===== src/rtl/call_scheduler.sv =====
// Floor-call scheduler: debounced call buttons, request lamps, SCAN goal selection and door dwell.
// Optional SOS_HOME_EN: while sos_mode is high, send the car home to floor 1.
module call_scheduler #(
    parameter logic [1:0] labelF1         = 2'b00,
    parameter logic [1:0] labelF2         = 2'b01,
    parameter logic [1:0] labelF3         = 2'b10,
    parameter int         DEBOUNCE_CYCLES = 4,
    parameter int         DWELL_CYCLES    = 8
) (
    input  logic       clk,
    input  logic       button_reset_n,
    input  logic       button1,
    input  logic       button2,
    input  logic       button3,
    input  logic [1:0] floor,
    input  logic       moving,
    input  logic       sos_mode,
    input  logic       weight_limit_exceeded,
    output logic       led1,
    output logic       led2,
    output logic       led3,
    output logic [1:0] goal_floor,
    output logic       goal_valid,
    output logic       served,
    output logic       dir_up
);

    localparam int CW  = $clog2(DEBOUNCE_CYCLES + 1);
    localparam int DWW = $clog2(DWELL_CYCLES + 1);

    localparam logic [1:0] S_IDLE  = 2'd0;
    localparam logic [1:0] S_UP    = 2'd1;
    localparam logic [1:0] S_DOWN  = 2'd2;
    localparam logic [1:0] S_SERVE = 2'd3;

    logic [2:0]     r_s1;
    logic [2:0]     r_s2;
    logic [2:0]     r_db;
    logic [2:0]     r_dbq;
    logic [CW-1:0]  r_cnt [3];

    logic [1:0]     r_state;
    logic [2:0]     r_led;
    logic [1:0]     r_goal;
    logic           r_gv;
    logic           r_served;
    logic           r_dir;
    logic [DWW-1:0] r_dwell;
    logic           r_mq;

    logic [2:0] w_btn;
    logic [2:0] w_press;
    logic       w_fvalid;
    logic [1:0] w_fl;
    logic [2:0] w_here;
    logic       w_here_ok;
    logic [2:0] w_hp;
    logic [2:0] w_latch;
    logic       w_hold_press;
    logic       w_arrive;
    logic       w_na_v;
    logic [1:0] w_na;
    logic       w_nb_v;
    logic [1:0] w_nb;
    logic       w_ip_v;
    logic       w_ip_up;
    logic [1:0] w_ip;

    assign w_btn   = {button3, button2, button1};
    assign w_press = r_db & ~r_dbq;

    always_ff @(posedge clk or negedge button_reset_n) begin
        if (!button_reset_n) begin
            r_s1  <= '0;
            r_s2  <= '0;
            r_db  <= '0;
            r_dbq <= '0;
            for (int i = 0; i < 3; i++) r_cnt[i] <= '0;
        end else begin
            r_s1  <= w_btn;
            r_s2  <= r_s1;
            r_dbq <= r_db;
            for (int i = 0; i < 3; i++) begin
                if (r_s2[i] == r_db[i]) begin
                    r_cnt[i] <= '0;
                end else if (r_cnt[i] == CW'(DEBOUNCE_CYCLES - 1)) begin
                    r_db[i]  <= r_s2[i];
                    r_cnt[i] <= '0;
                end else begin
                    r_cnt[i] <= r_cnt[i] + 1'b1;
                end
            end
        end
    end

    // Floor as an index 0..2; the invalid code maps to floor 1 but matches nothing.
    assign w_fvalid = (floor == labelF1) || (floor == labelF2) || (floor == labelF3);
    assign w_fl     = (floor == labelF3) ? 2'd2 : (floor == labelF2) ? 2'd1 : 2'd0;
    assign w_here   = w_fvalid ? (3'b001 << w_fl) : 3'b000;

    assign w_here_ok    = ((r_state == S_IDLE) && !moving) || (r_state == S_SERVE);
    assign w_hp         = w_press & w_here & {3{w_here_ok}};
    assign w_latch      = w_press & ~w_hp;
    assign w_hold_press = (|w_hp) && !weight_limit_exceeded;
    assign w_arrive     = (|(r_led & w_here)) && !moving &&
                          (r_mq || (r_state == S_IDLE));

    always_comb begin
        w_na_v = 1'b0;
        w_na   = 2'd0;
        w_nb_v = 1'b0;
        w_nb   = 2'd0;
        unique case (w_fl)
            2'd0: begin
                if (r_led[1]) begin
                    w_na_v = 1'b1;
                    w_na   = 2'd1;
                end else if (r_led[2]) begin
                    w_na_v = 1'b1;
                    w_na   = 2'd2;
                end
            end
            2'd1: begin
                if (r_led[2]) begin
                    w_na_v = 1'b1;
                    w_na   = 2'd2;
                end
                if (r_led[0]) begin
                    w_nb_v = 1'b1;
                    w_nb   = 2'd0;
                end
            end
            default: begin
                if (r_led[1]) begin
                    w_nb_v = 1'b1;
                    w_nb   = 2'd1;
                end else if (r_led[0]) begin
                    w_nb_v = 1'b1;
                    w_nb   = 2'd0;
                end
            end
        endcase
    end

    // Nearest pending floor; both ends are only possible from floor 2, where floor 1 wins.
    assign w_ip_v  = w_na_v || w_nb_v;
    assign w_ip_up = !w_nb_v;
    assign w_ip    = w_nb_v ? w_nb : w_na;

    always_ff @(posedge clk or negedge button_reset_n) begin
        if (!button_reset_n) begin
            r_state  <= S_IDLE;
            r_led    <= '0;
            r_goal   <= 2'd0;
            r_gv     <= 1'b0;
            r_served <= 1'b0;
            r_dir    <= 1'b1;
            r_dwell  <= '0;
            r_mq     <= 1'b0;
        end else begin
            r_mq     <= moving;
            r_served <= 1'b0;
            if (sos_mode) begin
                r_led   <= '0;
                r_state <= S_IDLE;
`ifdef SOS_HOME_EN
                r_goal  <= 2'd0;
                r_gv    <= !weight_limit_exceeded;
`else
                r_goal  <= w_fl;
                r_gv    <= 1'b0;
`endif
            end else if (w_arrive) begin
                r_led    <= (r_led | w_latch) & ~w_here;
                r_served <= 1'b1;
                r_state  <= S_SERVE;
                r_dwell  <= DWW'(DWELL_CYCLES - 1);
                r_gv     <= 1'b0;
            end else begin
                r_led <= r_led | w_latch;
                if (w_hold_press) begin
                    r_served <= (r_state == S_IDLE);
                    r_state  <= S_SERVE;
                    r_dwell  <= DWW'(DWELL_CYCLES - 1);
                    r_gv     <= 1'b0;
                end else if (weight_limit_exceeded) begin
                    r_gv <= 1'b0;
                end else begin
                    unique case (r_state)
                        S_IDLE: begin
                            if (w_ip_v) begin
                                r_goal  <= w_ip;
                                r_gv    <= 1'b1;
                                r_dir   <= w_ip_up;
                                r_state <= w_ip_up ? S_UP : S_DOWN;
                            end else begin
                                r_goal <= w_fl;
                                r_gv   <= 1'b0;
                            end
                        end
                        S_UP: begin
                            if (w_na_v) begin
                                // While travelling, only a pick-up short of the goal retargets.
                                if (!moving || (w_na < r_goal)) r_goal <= w_na;
                                r_gv <= 1'b1;
                            end else if (moving) begin
                                r_gv <= r_gv;
                            end else if (w_nb_v) begin
                                r_dir   <= 1'b0;
                                r_state <= S_DOWN;
                                r_goal  <= w_nb;
                                r_gv    <= 1'b1;
                            end else begin
                                r_state <= S_IDLE;
                                r_gv    <= 1'b0;
                            end
                        end
                        S_DOWN: begin
                            if (w_nb_v) begin
                                if (!moving || (w_nb > r_goal)) r_goal <= w_nb;
                                r_gv <= 1'b1;
                            end else if (moving) begin
                                r_gv <= r_gv;
                            end else if (w_na_v) begin
                                r_dir   <= 1'b1;
                                r_state <= S_UP;
                                r_goal  <= w_na;
                                r_gv    <= 1'b1;
                            end else begin
                                r_state <= S_IDLE;
                                r_gv    <= 1'b0;
                            end
                        end
                        default: begin
                            r_gv <= 1'b0;
                            if (r_dwell != '0) begin
                                r_dwell <= r_dwell - 1'b1;
                            end else if (r_dir && w_na_v) begin
                                r_state <= S_UP;
                                r_goal  <= w_na;
                                r_gv    <= 1'b1;
                            end else if (!r_dir && w_nb_v) begin
                                r_state <= S_DOWN;
                                r_goal  <= w_nb;
                                r_gv    <= 1'b1;
                            end else if (w_ip_v) begin
                                r_dir   <= w_ip_up;
                                r_state <= w_ip_up ? S_UP : S_DOWN;
                                r_goal  <= w_ip;
                                r_gv    <= 1'b1;
                            end else begin
                                r_state <= S_IDLE;
                                r_goal  <= w_fl;
                            end
                        end
                    endcase
                end
            end
        end
    end

    assign led1       = r_led[0];
    assign led2       = r_led[1];
    assign led3       = r_led[2];
    assign goal_floor = (r_goal == 2'd2) ? labelF3 : (r_goal == 2'd1) ? labelF2 : labelF1;
    assign goal_valid = r_gv;
    assign served     = r_served;
    assign dir_up     = r_dir;

endmodule


===== config.mk =====
export PLATFORM = sky130hd
export DESIGN_NAME = call_scheduler
export DESIGN_NICKNAME = d
export VERILOG_FILES = /design/src/rtl/call_scheduler.sv
export SDC_FILE = /design/constraint.sdc
export NUM_CORES = 1
export LEC_CHECK = 0
export ABC_AREA = 1
export CAP_MARGIN = 20
export CORE_UTILIZATION = 26
export DETAILED_ROUTE_END_ITERATION = 16
export PLACE_DENSITY = 0.44
export SETUP_SLACK_MARGIN = 0.05
export SLEW_MARGIN = 5
export SYNTH_ARGS = -nofsm -noshare
export SYNTH_HDL_FRONTEND = slang
export SYNTH_SLANG_ARGS = --single-unit

===== constraint.sdc =====
create_clock -name clk -period 1.47 [get_ports clk]
set_input_delay 0.294 -clock clk [delete_from_list [all_inputs] [get_ports clk]]
set_output_delay 0.294 -clock clk [all_outputs]
set_load 0.01 [all_outputs]

# Yosys cells after proc, flatten, opt, wreduce, memory -nomap -nowiden
# Cells that the tools add are included.
[totals]
ff_bits = 36
inputBits = 10
out_inout_bits = 8
elab_cells = 212
[op_classes]
add_sub_neg = 4
order_cmp = 2
eq_ne = 44
n_shift = 1
muxes = 93
bitwise_logic = 17
reduce_logical = 34
[ops]
columns = ["operator", "n"]
rows = [
  ["$mux 2", 36],
  ["$mux 1", 36],
  ["$mux 3", 9],
  ["$ne 5x5->1 const B", 5],
  ["$ne 4x4->1 const B", 6],
  ["$mux 4", 5],
  ["$and 3x3->3", 6],
  ["$ne 2x2->1 const B", 9],
  ["$ne 4x2->1 const B", 4],
  ["$ne 7x7->1 const B", 2],
  ["$reduce_and 13->1", 1],
  ["$pmux 2 s3", 2],
  ["$reduce_and 10->1", 1],
  ["$add 3x1->3 const B", 3],
  ["$eq 3x2->1 const B", 3],
  ["$not 3->3", 3],
  ["$reduce_or 3->1", 3],
  ["$eq 2x1->1 const B", 4],
  ["$eq 2x2->1 const B", 4],
  ["$reduce_and 2->1", 4],
  ["$logic_or 1x1->1", 7],
  ["$ne 7x5->1 const B", 1],
  ["$not 1->1", 7],
  ["$reduce_and 7->1", 1],
  ["18 further kinds", 33],
]

# Depth between registers and ports, before layout
# Gate-level depths: netlist of run 1.
[depth]
depth_word = 16
depth_mapped = 18
depth_no_buf = 18

# Least setup slack after synthesis of run 1
# Ideal clock, no wire load.
[synth_timing]
path_kind = "in2reg"
from = "in floor[0]"
to = "reg r_goal[1]"
setup_ns = 0.122
arrival_time_ns = 1.740
required_ns = 1.348
path_slack_ns = -0.392
cell_stages = 16
cell_sequence = "inv_1 > ha_1 > nand2_1 > nand2_2 > inv_1 > nand3_1 > inv_1 > ha_1 > nand2_1 > nand2_1 > nand3_1 > o21ai_1 > nor2_1 > nand3_2 > nand2_1 > o21ai_1"
[synth_between]
elab_chain_len = 15
[synth_lines]
columns = ["item", "line_no", "rtl"]
rows = [
  ["from (decl)", "15", "input logic [1:0] floor,"],
  ["$eq 2x1->1", "97, 98", ""],
  ["$mux 1", "98", "assign w_fl = (floor == labelF3) ? 2'd2 : (floor == labelF2) ? 2'd1 : 2'd0;"],
  ["$mux 2", "98", ""],
  ["$eq 2x1->1 or $logic_not 2->1 (tied branches)", "113", "unique case (w_fl)"],
  ["$pmux 2 s2 or $pmux 1 s2 (tied branches)", "113", ""],
  ["$mux 2 or $logic_or 1x1->1 (tied branches)", "148, 146", ""],
  ["$mux 2", "191, 246", ""],
  ["$mux 2", "242", "end else if (!r_dir && w_nb_v) begin"],
  ["$mux 2", "238", "end else if (r_dir && w_na_v) begin"],
  ["$mux 2", "236", "if (r_dwell != '0) begin"],
  ["$pmux 2 s3", "189", "unique case (r_state)"],
  ["$mux 2", "186", "end else if (weight_limit_exceeded) begin"],
  ["$mux 2", "181", "if (w_hold_press) begin"],
  ["$mux 2", "173", "end else if (w_arrive) begin"],
  ["$mux 2", "163", "if (sos_mode) begin"],
  ["to (signal assigned)", "170", "r_goal <= w_fl;"],
  ["to (signal assigned)", "192", "r_goal <= w_ip;"],
  ["to (signal assigned)", "197", "r_goal <= w_fl;"],
  ["to (decl)", "44", "logic [1:0] r_goal;"],
]
# Parallel ways exist; a longest one is shown, timed or not. The select of a mux whose other input is x is not followed.
# A chain may end at the register's enable or synchronous reset.

# Worst setup path in the final report of run 1
[layout_timing]
from = "reg r_state[1]"
to = "reg r_dwell[2]"
[layout_between]
elab_chain_len = 8
[layout_lines]
columns = ["item", "line_no", "rtl"]
rows = [
  ["from (decl)", "42", "logic [1:0] r_state;"],
  ["from (signal assigned)", "195", "r_state <= w_ip_up ? S_UP : S_DOWN;"],
  ["from (signal assigned)", "248", "r_state <= w_ip_up ? S_UP : S_DOWN;"],
  ["$logic_not 2->1", "101, 106, 189", ""],
  ["$logic_and 1x1->1", "101", "assign w_here_ok = ((r_state == S_IDLE) && !moving) || (r_state == S_SERVE);"],
  ["$logic_or 1x1->1", "101", ""],
  ["$and 3x3->3", "102", "assign w_hp = w_press & w_here & {3{w_here_ok}};"],
  ["$reduce_or 3->1", "104", "assign w_hold_press = (|w_hp) && !weight_limit_exceeded;"],
  ["$logic_and 1x1->1", "104", ""],
  ["$ne 3x1->1 (no source line), or another cell as far along", "-", ""],
  ["$reduce_and 4->1 (no source line) or $mux 4 (tied branches)", "-", ""],
  ["to (signal assigned)", "177", "r_dwell <= DWW'(DWELL_CYCLES - 1);"],
  ["to (signal assigned)", "184", "r_dwell <= DWW'(DWELL_CYCLES - 1);"],
  ["to (signal assigned)", "237", "r_dwell <= r_dwell - 1'b1;"],
  ["to (decl)", "48", "logic [DWW-1:0] r_dwell;"],
]
# Parallel ways exist; a longest one is shown, timed or not.

==> impl_metrics.toml, run 1 <==
[timing]
maxSlewHeadroom_pct = 77.25
max_freq_mhz = 568.6
hold_slack_ns = 0.3506
period_share_pct = 119.6
tightest_slew_ns = 0.3409
layout_setup_ws_ns = -0.2886
grt_setup_unrepaired = "true"
final_hold_viol_count = 0
drv_slew = 0
setup_viol_count_final = 11
min_period_ns = 1.759
finalClockSkew_ns = 0.007049

[cells_and_area]
layout_commonest_cell = "buf_4"
syn_to_final_growth_pct = 59.65
fillers = 846
regArea_um2 = 905.9
most-common-layout-cells = "buf_4, nand2_1, dfrtp_1"
drive_above_1_share_pct = 45.15
multiInputGateArea_um2 = 1398
fin_nets = 416
num_antenna_cells = 0
fin_util_pct = 43.11

[yosys]
syn-num-nets = 313
synth-seq-cells = 36
synth.avg_cell_area_um2 = 7.742
synth_ff_type = "dfrtp_1"
synthCells = 288
ys_warn_count = 0
async_reset_ff_share_pct = 100.0
ys_seq_area_share_pct = 40.46
ys_types = 33
synth_edf_count = 0
syn_area_um2 = 2230

[grt]
grt_pass1_wl_um = 10290
grt-ovfl-total = 0
first_global_vias = 2149
grt_max_degree = 37
antenna_found_initial = 0
track_usage_pct = 15.02

[placed_design]
hpwl_um = 4588
numPortBuffers = 17
place.gp.congestion = 0.8622

[drt]
wirelength_um = 6176
antenna_left = 0
vias_per_cell = 4.483
drc = 0
via_count = 2228
drt_iter0_markers = 86
firstDrtPassIters = 4
wl_per_cell_um = 12.43

[power]
ir_drop_uv = 854.5
clkPwrFrac_pct = 15.3
power.combinational.fraction_pct = 58.2
p_sw_mw = 2.230
p_int_mw = 3.459
power_leakage_nw = 1.769
pwr-share-seq_pct = 26.5
p_sw_share_pct = 39.20
power_density_nw_per_um2 = 1598

[clock_tree]
h-tree-depth = 2
tritoncts = "yes"
clock_sinks = 36
cts_buffers = 5
clk_latency_ns = 0.29
root_buffer = "clkbuf_8"
clk_pin_slew_worst_paths_ns = 0.07
cts_buffer_depth = 2

[worst_hold_path]
hold_path.class = "flip-flop to flip-flop"
min_path_cells = 0

[die]
rows = 33
core_um2 = 8258
fp.dieH_um = 94.61
start_util_pct = 27.00
die_x_um = 94.61
io_pins = 18
die-area_um2 = 8950

[critical_path]
worstPathRequired_ns = 1.65
crit_path_end_kind = "flip-flop"
crit_fanout = 8
worstRegToRegCells = 12
crit_type = "flip-flop to flip-flop"
critPathArrivalTime_ns = 1.93
startpoint_type = "flip-flop"

[status]
violations = "setup timing"
status = "finished, violations left"

[job]
cap_violations = 0
[critical path, stage by stage (launching register included)]
cell	delay, ns
dfrtp_2	0.43
inv_2	0.09
ha_4	0.16
nand2_2	0.07
nand2_4	0.10
nand3_4	0.08
nand3_4	0.13
nor2_4	0.05
buf_6	0.11
a21boi_4	0.22
nand2_1	0.08
nand2_1	0.06
nand3_1	0.07
[area by class of cell]
| type | instances | share of cell area, % |
|---|---|---|
| clock buffers | 6 | 2.039 |
| multi-input cells | 203 | 39.26 |
| clock inverters | 2 | 0.9842 |
| flip-flops and latches | 36 | 25.45 |
| inverters | 47 | 5.870 |
| well taps | 105 | 3.691 |
| repair buffers | 98 | 22.71 |
[repair_timing]
action                                  CTS  global route
endpoints found under the setup margin   22            19
endpoints found under the hold margin    35             0
pin swaps                                15            27
hold buffers                              1             0
resized for setup                        53            40
setup buffers                            11             9
[worst paths after layout]
path	from	endpoint	slack, ns
max	r_state[1]	r_dwell[2]	-0.29
min	r_s1[1]	r_s2[1]	0.35
max reg2reg	r_state[1]	r_dwell[2]	-0.29
min reg2reg	r_s1[1]	r_s2[1]	0.35
max in group asynchronous	button_reset_n	dir_up	0.73
min in group asynchronous	button_reset_n	r_led[0]	0.49
[synth_stat cells (2+ instances only)]
master	number	area, µm²
a211oi_1	3	22.52
a21oi_1	3	15.01
a31oi_1	5	31.28
dfrtp_1	35	875.8
ha_1	15	187.7
inv_1	39	146.4
inv_2	7	26.28
mux2_2	2	22.52
nand2_1	72	270.3
nand2_2	5	31.28
nand2_4	3	33.78
nand3_1	24	120.1
nand3_2	4	40.04
nand4_1	3	18.77
nor2_1	27	101.4
nor3_1	5	25.02
nor3b_1	2	15.01
o21ai_0	13	65.06
o21ai_1	5	25.02
xnor2_1	3	26.28
[state kept, by name, summed over array words and instances (netlist names)]
signal,count
r_cnt,9
r_dwell,4
r_db,3
r_dbq,3
r_led,3
r_s1,3
r_s2,3
r_goal,2
r_state,2
dir_up,1
goal_valid,1
r_mq,1
served,1
[layer usage]
| layer | vias up | wire (µm) | share of wire (%) | track usage [%] |
|---|---|---|---|---|
| met5 | - | 0 | 0 | 0 |
| met2 | 34 | 2838 | 46 | 23.32 |
| met3 | 12 | 173 | 2.8 | 2.657 |
| li1 | 1133 | - | - | - |
| met4 | 0 | 131 | 2.1 | 6.061 |
| met1 | 1049 | 3033 | 49 | 20.50 |
[through the flow]
| stage | cells | instance area, µm² | setup WS (ns) | setup TNS [ns] | total power [mW] |
|---|---|---|---|---|---|
| floorplan | 288 | 2347 | -0.2318 | -0.6119 | 3.008 |
| global placement | 470 | 3122 | -0.9267 | -11.21 | 4.258 |
| detailed placement | 470 | 3122 | -1.031 | -11.48 | 4.277 |
| CTS | 490 | 3422 | -0.3141 | -2.509 | 5.461 |
| global route | 497 | 3560 | -0.4305 | -3.829 | 6.175 |
| finish | 497 | 3560 | -0.2886 | -2.447 | 5.689 |
[kinds of logic (layout without fill, tap and decap cells)]
kind of cell	Yosys count	in the layout	share of synthesized area, %
simple gates	148	148	30.64
buf+inv	49	153	8.530
flops	36	36	40.46
compound gates	34	34	9.371
fa+ha+maj	15	15	8.418
xor+xnor	4	4	1.572
mux	2	2	1.010
[power groups by stage]
stage / clock, mW / sequential, mW / combinational (mW)
after floorplan: 0 / 1.53 / 1.47
after global placement: 0 / 1.54 / 2.72
after detailed placement: 0 / 1.54 / 2.73
after CTS: 0.906 / 1.52 / 3.04
after global routing: 0.942 / 1.55 / 3.68
final: 0.868 / 1.51 / 3.31
Note: power is estimated with default switching activity, not from simulation.
==> inputs of run 2 (changes only) <==
--- a/config.mk
+++ b/config.mk
@@ -9,7 +9,8 @@
 export CAP_MARGIN = 20
 export CORE_UTILIZATION = 26
 export DETAILED_ROUTE_END_ITERATION = 16
-export PLACE_DENSITY = 0.44
+export DONT_BUFFER_PORTS = 1
+export PLACE_DENSITY = 0.42
 export SETUP_SLACK_MARGIN = 0.05
 export SLEW_MARGIN = 5
 export SYNTH_ARGS = -nofsm -noshare
==> run 2 against run 1 <==
The flow still finishes with violations (setup timing). Wire length shrank 5.5%. Largest cell class unchanged. Fmax grew 3.5%. Final area shrank 7.6%. Largest power group unchanged. Flip-flop and latch count is the same. Critical path depth shrank 3. Register-to-register slack gained 0.06 ns. Core utilization shrank 3.3 points. First-iteration DRC count shrank 15%. Non-clock buffer count shrank 35. Worst hold slack lost 0.33 ns. Sequential power is essentially flat.
==> impl_metrics.toml, run 2 (synthesized netlist as in run 1, its figures left out) <==
[status]
status = "finished, violations left"
violations = "setup timing"

[timing]
period_share_pct = 115.6
hold_slack_ns = 0.02352
min_period_ns = 1.700
grt_setup_unrepaired = "true"
max_freq_mhz = 588.3
maxSlewHeadroom_pct = 78.13
final_hold_viol_count = 0
finalClockSkew_ns = 0.006903
setup_viol_count_final = 12
tightest_slew_ns = 0.3268
layout_setup_ws_ns = -0.2299
drv_slew = 0

[power]
power_density_nw_per_um2 = 1636
power_leakage_nw = 1.633
ir_drop_uv = 587.2

[critical_path]
startpoint_type = "flip-flop"
crit_path_end_kind = "flip-flop"
slowest_delay_ns = 0.41
critPathArrivalTime_ns = 1.88
slowest_stage = "dfrtp_1"
crit_family = "compound AO/OA/AOI/OAI gates"
crit_fanout = 8
crit_type = "flip-flop to flip-flop"
path_buf_inv = 2
worstPathRequired_ns = 1.65
worstPathCellList = "inv_2, ha_4, nor2_4, nor2_4, nand2_4, a21oi_2, a21boi_4, buf_4, a31oi_1"
critPathMostFrequentCell = "nor2_4"

[die]
io_pins = 18
die-area_um2 = 8950
die_x_um = 94.61
rows = 33
start_util_pct = 27.00
core_um2 = 8258
fp.dieH_um = 94.61

[worst_hold_path]
hold_path.class = "input pin to flip-flop"

[placed_design]
placed_area_um2 = 2819
hpwl_um = 4321
numPortBuffers = 0
dp_slack_ns = -0.3243
place.gp.congestion = 0.8048

[drt]
firstDrtPassIters = 4
antenna_left = 0
drc = 0
wl_per_cell_um = 12.63
via_count = 2046
wirelength_um = 5835
drt_iter0_markers = 73
vias_per_cell = 4.429

[grt]
grt_pass1_wl_um = 9880
track_usage_pct = 14.20
grt_max_degree = 37
grt-ovfl-total = 0
antenna_found_initial = 0
first_global_vias = 2062

[clock_tree]
clk_latency_ns = 0.29
h-tree-depth = 2
root_buffer = "clkbuf_8"
cts_buffer_depth = 2
cts_buffers = 5
clock_sinks = 36
tritoncts = "yes"
clk_pin_slew_worst_paths_ns = 0.09

[cells_and_area]
top_register = "r_cnt"
fillers = 867
largest_register_ffs = 9
reg_top3 = "r_cnt x9, r_dwell x4"
fin_nets = 381
num_antenna_cells = 0
layout_commonest_cell = "nand2_1"
final_cell_area_um2 = 3288
drive_above_1_share_pct = 42.30
syn_to_final_growth_pct = 47.47
most-common-layout-cells = "nand2_1, buf_4, dfrtp_1"

[job]
cap_violations = 0
-- run 2: cell types whose count changed in the layout (fill, tap and decap cells not counted), sizes merged --
cell           delta
clkdlybuf4s50     -6
clkdlybuf4s15     -2
dlygate4sd2       -2
clkbuf            -2
buf              -24
clkinvlp          +1
-- run 2: timing repair --
item                                    4_1_cts  5_1_grt
endpoints found under the hold margin        36        0
gates resized for setup                      34       23
endpoints found under the setup margin       14       14
buffers inserted                              9        5
hold buffers                                  2        0
pin swaps                                    12       17
-- run 2: through the flow --
stage / std cells / total power, mW / util (%) / TNS [ns]
2_1_floorplan: 288 / 3.008 / - / -0.6119
3_3_place_gp: 438 / 3.976 / 34.14 / -2.392
3_5_place_dp: 438 / 3.966 / 34.14 / -2.344
4_1_cts: 457 / 5.211 / 38.26 / -1.915
5_1_grt: 462 / 5.826 / 39.82 / -3.303
6_report: 462 / 5.378 / 39.82 / -1.847
-- run 2: worst reg2reg max path: cells and delay by family, from the launching register on --
| family | cells | cell delay [ns] |
|---|---|---|
| buf+inv | 2 | 0.25 |
| flops | 1 | 0.41 |
| fa+ha+maj | 1 | 0.18 |
| compound gates | 3 | 0.47 |
| simple gates | 3 | 0.28 |
-- run 2: final timing paths --
| kind | startpoint | to | slack [ns] | cells after the start |
|---|---|---|---|---|
| max | r_state[1] | r_dwell[1] | -0.23 | 9 |
| min | button1 | r_s1[0] | 0.02 | 0 |
| max reg2reg | r_state[1] | r_dwell[1] | -0.23 | 9 |
| min reg2reg | r_s1[2] | r_s2[2] | 0.35 | 0 |
| max in group asynchronous | button_reset_n | dir_up | 0.76 | 2 |
| min in group asynchronous | button_reset_n | r_s1[2] | 0.46 | 2 |
-- run 2: metal layers --
layer | track usage, % | wire length, µm
met5 | 0 | 0
met1 | 19.15 | 2764
met2 | 23.56 | 2822
met4 | 3.535 | 60
met3 | 2.335 | 188
-- run 2: power by group --
| part | switching [mW] | internal, mW | total (mW) |
|---|---|---|---|
| Clock | 0.415 | 0.512 | 0.927 |
| Sequential | 0.201 | 1.31 | 1.51 |
| Combinational | 1.55 | 1.39 | 2.94 |
-- run 2: final cells by class --
cell class                 instances  area (µm²)  share of cell area (%)
tap                              105       131.4                   3.995
clock inverter                     3       46.29                   1.408
sequential                        36       904.6                   27.51
timing repair buffer              63       503.0                   15.30
clock buffer                       5       68.82                   2.093
multi-input combinational        203        1423                   43.26
inverter                          47       211.5                   6.431
==> inputs of run 3 (changes only) <==
--- a/config.mk
+++ b/config.mk
@@ -6,6 +6,7 @@
 export NUM_CORES = 1
 export LEC_CHECK = 0
 export ABC_AREA = 1
+export ABC_CLOCK_PERIOD_IN_PS = 1470
 export CAP_MARGIN = 20
 export CORE_UTILIZATION = 26
 export DETAILED_ROUTE_END_ITERATION = 16
==> results of run 3 <==
The final DEF is identical to that of run 2; final timing and power are the same.
